$ cat config.mk
export PLATFORM = sky130hd
export DESIGN_NAME = exe_delay_seq
export DESIGN_NICKNAME = d
export VERILOG_FILES = /design/src/rtl/exe_delay_seq.sv
export SDC_FILE = /design/constraint.sdc
export NUM_CORES = 1
export LEC_CHECK = 0
export ABC_CLOCK_PERIOD_IN_PS = 4800
export BUFFER_PORTS_ARGS = -buffer_cell sky130_fd_sc_hd__buf_4
export CORE_MARGIN = 5
export CORE_UTILIZATION = 51
export CTS_CLUSTER_SIZE = 40
export DETAILED_ROUTE_END_ITERATION = 12
export PLACE_DENSITY_LB_ADDON = 0.1
export SLEW_MARGIN = 20
export SYNTH_ARGS = -nofsm -noshare
export SYNTH_HDL_FRONTEND = slang
export SYNTH_SLANG_ARGS = --single-unit
$ cat constraint.sdc
create_clock -name clk -period 4.8 [get_ports clk]
set_input_delay 1.2 -clock clk [delete_from_list [all_inputs] [get_ports clk]]
set_output_delay 1.2 -clock clk [all_outputs]
set_load 0.03 [all_outputs]
$ cat src/rtl/exe_delay_seq.sv
// -----------------------------------------------------------------------------
// exe_delay_seq
//
// Execution-side sequencer. It takes one decoded instruction at a time from
// the operand decoder, launches the ALU when the instruction needs it, and
// holds fetch/decode until one of two things happens: the decoded delay runs
// out, or the ALU reports completion (unbounded delay). When the instruction
// finishes it emits a one-cycle write-back strobe.
//
// Ports
//   clk          system clock, rising edge
//   rst_n        asynchronous active-low reset
//   issue_valid  decoded instruction present this cycle
//   opr_typ_sel  decoded operation type
//   alu_req      instruction uses the ALU
//   dly_sel      decoded src_dst_delay_sel
//   dly          decoded src_dst_delay (all-ones = wait for alu_done)
//   alu_done     ALU completion pulse
//   flush        synchronous cancel (taken jump / abort)
//   issue_ready  sequencer can accept an instruction (IDLE)
//   stall        hold fetch/decode (not IDLE)
//   alu_start    one-cycle ALU launch pulse
//   wb_en        one-cycle write-back strobe
//   cur_opr      operation type of the instruction in flight
//   dly_cnt      remaining delay cycles
//   issue_err    sticky flag: issue attempted while busy
// -----------------------------------------------------------------------------
module exe_delay_seq #(
  parameter int OPR_W = 5,
  parameter int DLY_W = 8
) (
  input  logic             clk,
  input  logic             rst_n,
  input  logic             issue_valid,
  input  logic [OPR_W-1:0] opr_typ_sel,
  input  logic             alu_req,
  input  logic             dly_sel,
  input  logic [DLY_W-1:0] dly,
  input  logic             alu_done,
  input  logic             flush,
  output logic             issue_ready,
  output logic             stall,
  output logic             alu_start,
  output logic             wb_en,
  output logic [OPR_W-1:0] cur_opr,
  output logic [DLY_W-1:0] dly_cnt,
  output logic             issue_err
);

  typedef enum logic [1:0] {
    S_IDLE = 2'd0,
    S_WAIT = 2'd1,
    S_DONE = 2'd2
  } state_e;

  // All-ones delay means "no count, wait for alu_done".
  localparam logic [DLY_W-1:0] DLY_INF  = '1;
  localparam logic [DLY_W-1:0] DLY_ONE  = DLY_W'(1);
  localparam logic [DLY_W-1:0] DLY_ZERO = '0;

  state_e             state_q, state_d;
  logic               alu_start_q, alu_start_d;
  logic               wb_en_q, wb_en_d;
  logic [OPR_W-1:0]   cur_opr_q, cur_opr_d;
  logic [DLY_W-1:0]   dly_cnt_q, dly_cnt_d;
  logic               issue_err_q, issue_err_d;

  logic               idle;
  logic               accept;
  logic               needs_wait;

  assign idle       = (state_q == S_IDLE);
  // A flush in the same cycle drops the instruction entirely.
  assign accept     = idle && issue_valid && !flush;
  assign needs_wait = dly_sel && (dly != DLY_ZERO);

  // ---------------------------------------------------------------------------
  // State register
  // ---------------------------------------------------------------------------
  // NOTE: sequential state uses non-blocking assignments so every flop samples
  // the pre-edge values regardless of statement order.
  always_ff @(posedge clk or negedge rst_n) begin
    if (!rst_n) begin
      state_q <= S_IDLE;
    end else begin
      state_q <= state_d;
    end
  end

  // ---------------------------------------------------------------------------
  // Next-state logic
  // ---------------------------------------------------------------------------
  // NOTE: every always_comb output gets a default first, so no path through
  // the case statement can leave it unassigned and infer a latch.
  always_comb begin
    state_d = state_q;
    if (flush) begin
      state_d = S_IDLE;
    end else begin
      unique case (state_q)
        S_IDLE: begin
          if (issue_valid) begin
            state_d = needs_wait ? S_WAIT : S_DONE;
          end
        end
        S_WAIT: begin
          if (dly_cnt_q == DLY_INF) begin
            // Unbounded: alu_done may coincide with the alu_start cycle.
            if (alu_done) begin
              state_d = S_DONE;
            end
          end else if (dly_cnt_q == DLY_ONE) begin
            state_d = S_DONE;
          end
        end
        S_DONE:  state_d = S_IDLE;
        default: state_d = S_IDLE;
      endcase
    end
  end

  // ---------------------------------------------------------------------------
  // Output logic (next values of the registered outputs)
  // ---------------------------------------------------------------------------
  always_comb begin
    cur_opr_d   = cur_opr_q;
    dly_cnt_d   = dly_cnt_q;
    alu_start_d = accept && alu_req && dly_sel;
    // DONE lasts exactly one cycle, so this yields a single-cycle strobe.
    wb_en_d     = (state_d == S_DONE);
    // Issuing while busy is a protocol violation; the instruction is ignored.
    issue_err_d = issue_err_q || (issue_valid && !idle);

    if (accept) begin
      cur_opr_d = opr_typ_sel;
    end

    if (flush) begin
      dly_cnt_d = DLY_ZERO;
    end else begin
      unique case (state_q)
        S_IDLE: begin
          if (issue_valid && needs_wait) begin
            dly_cnt_d = dly;
          end
        end
        S_WAIT: begin
          if (state_d == S_DONE) begin
            dly_cnt_d = DLY_ZERO;
          end else if (dly_cnt_q != DLY_INF) begin
            dly_cnt_d = dly_cnt_q - DLY_ONE;
          end
        end
        S_DONE:  dly_cnt_d = DLY_ZERO;
        default: dly_cnt_d = DLY_ZERO;
      endcase
    end
  end

  always_ff @(posedge clk or negedge rst_n) begin
    if (!rst_n) begin
      alu_start_q <= 1'b0;
      wb_en_q     <= 1'b0;
      cur_opr_q   <= '0;
      dly_cnt_q   <= '0;
      issue_err_q <= 1'b0;
    end else begin
      alu_start_q <= alu_start_d;
      wb_en_q     <= wb_en_d;
      cur_opr_q   <= cur_opr_d;
      dly_cnt_q   <= dly_cnt_d;
      issue_err_q <= issue_err_d;
    end
  end

  assign issue_ready = idle;
  assign stall       = !idle;
  assign alu_start   = alu_start_q;
  assign wb_en       = wb_en_q;
  assign cur_opr     = cur_opr_q;
  assign dly_cnt     = dly_cnt_q;
  assign issue_err   = issue_err_q;

endmodule

==> results.md <==
* Status: completed
* Vias in the first global route at around 940
* Routed Wire Length at 2550 um
* Total CTS buffers at 3
* Drc violations at 0
* Clock tree buffer depth at 2
* R2R depth at 6
* Via Count at ~950
* CTS tree: built
* Port buffer count at 37
* Final Setup Violations at 0
* CP max stage delay at 440 ps
* WS Path Type: reg2out
* Pleak at 0.622 nW
* Remaining antenna violation count at 0
* TNS Setup at 0 ps
* Tot GR Track Use at 19.5%
* Sequential cell area fraction in the yosys report at 44.0%
* Initial antenna violation count at 0
* Most frequent cells in the layout: buf_4, dfrtp_1, nor2_1, inv_1
* Share of the clock period used by the worst path at between 40 and 50%
* WL/cell at 15.4 um
* Yosys reg bits at 18
* Warnings, synthesis at 0
* Number of max-cap violations at 0
* Data arrival, critical path at roughly 1200 ps
* Mean area per synthesized cell at 10.4 sq um
* RSZ-0062 raised after global routing: false
* Sink Count at 18
* PwrDens at 341 nW/um^2
* GPL Wtd Cong at 0.790
* Grt total ovfl at 0
* Max-slew violation count at 0
* Worst path required time at 3600 ps
* Peak Freq at 422 MHz
* Hold_ws at 478 ps
* FP Rows at 16
* Cell taking the most area after synthesis: dfrtp_1
* Starting Density at 52.8%
* Peak VDD IR at 0.224 mV
* Layout Area Growth over Synthesis at 32.8%
* Later-pin clock latency in the skew report at 290 ps
* Crit start category: register
* Synth top area cells: dfrtp_1, mux2_2, ha_1
* Synth cell types at 37
* H-Tree Level Count at 1
* Drt pass-1 iters at 4
* Max Clock Skew at 4.85 ps
* Synth Net Count at 122
* Hold_sp: issue_err
* Hold Path Class: reg2reg
* # IOs at 38
* Post-synth top area share at 44.0%
* Ant diodes at 0
* First-pass GRT wire length at 4200 um
* # hold bufs at CTS at 0
* Post-Syn Instances at 99
* Crit path time final at roughly 2400 ps
* Commonest non-fill, non-tap cell in the layout: buf_4
* CTS resizes at 0
* Min-Delay Path Depth at 1
* Slew headroom at between 50% and 60%
* Hpwl dp at 2000 um
* CP endpoint kind: output port
* Pin count of the biggest net entering global routing at 19
* Die width at 54.8 um
* Routed vias/inst at around 5.7
* Die height at 54.8 um
* CP Cell Sequence: nor2_1 -> inv_2 -> buf_4
* Core area at between 1500 and 2000 sq um
* Crit Path Max Fanout at 6
* Setup Fix Bufs, Post-CTS at 0
* Initial DRC Count at 15
* Internal reg-to-reg setup slack at 3000 ps
* Clock Tree Root: clkbuf_4
* WHS Endpoint: issue_err
* RR Startpoint: dly_cnt[0]
* Hold Vio Cnt, Final at 0
* Mapped cell area at 1020 sq um
* Layout Nets at 163
* Reg-to-reg endpoint: dly_cnt[5]
* Die area at approximately 3000 sq um
* Critical-path top delay cell: dfrtp_1
* Layout cell share with drive strength beyond 1 at 42.4%
* Worst Tran Pin Value at about 600 ps
* Clk slew on worst S/H paths at about 100 ps
worst max path at each step:
stage,startpoint,to,slack (ps),depth (start not counted)
floorplan,state_q[0],stall,2480,2
global placement,flush,dly_cnt[5],2260,5
detailed placement,flush,dly_cnt[5],2180,5
CTS,state_q[0],stall,2420,3
global route,state_q[0],stall,2320,3
finish,state_q[0],stall,2430,3
report_power, final:
group          internal, mW  switching, mW
registers             0.172         0.0218
logic                0.0737          0.104
clock network        0.0461         0.0465
total                 0.291          0.172
synth_stat cells:
master	count
ha_1	3
o22ai_1	1
nor3_2	2
and3_1	1
o2bb2ai_1	3
inv_2	1
a21o_1	2
a2bb2oi_1	1
and2_1	1
nor4_2	1
a211o_2	1
nor3_1	4
nor4_1	2
nor2_1	7
nand4b_1	1
nand2_1	6
nor2_2	1
nor2b_1	1
a21o_2	1
nand3_1	1
inv_1	7
dfrtp_1	18
a221oi_1	1
o22ai_2	2
a32oi_1	3
mux2_2	5
or3_4	1
a21oi_1	6
a22oi_1	2
buf_6	1
o21ai_0	4
and3_4	1
o2bb2a_4	1
o21ai_1	1
nand4_1	2
or3b_4	1
a211oi_1	2
final cells by class:
type	count	area [sq um]
fill	161	581
inverter	8	30.0
sequential	18	450
timing repair buffer	37	278
multi-input combinational	72	533
clock buffer	4	36.3
tap	27	33.8
state kept, by name (all words and copies together), names as in the netlist:
| name | cells |
|---|---|
| issue_err | 1 |
| alu_start | 1 |
| state_q | 2 |
| wb_en | 1 |
| dly_cnt | 8 |
| cur_opr | 5 |
per-stage QoR:
stage          setup WS [ps]  cells  total power [mW]  instance area, sq um  utilization, %
2_1_floorplan           2480     99             0.305                  1020               -
3_3_place_gp            2260    162             0.368                  1330            68.2
3_5_place_dp            2180    162             0.373                  1330            68.2
4_1_cts                 2420    166             0.467                  1360            70.1
5_1_grt                 2320    166             0.494                  1360            70.1
6_report                2430    166             0.464                  1360            70.1
layer usage:
metal  wire length (um)  GRT usage, %
met4                 12          4.15
met3                175          4.63
met2               1310          34.3
met1               1050          24.0
met5                  0             0
critical path: cells and delay by family, from the launching register on:
family / cells / cell delay (ps)
flops: 1 / 440
buf+inv: 2 / 250
simple gates: 1 / 190
kinds of logic after synthesis:
group	synth area share, %
AO/OA/AOI/OAI	23.4
adder cells (fa/ha/maj)	3.66
buffers and inverters	4.03
flip-flops	44.0
multiplexers	5.49
AND/OR/NAND/NOR	19.4
Note: power is estimated with default switching activity, not from simulation.
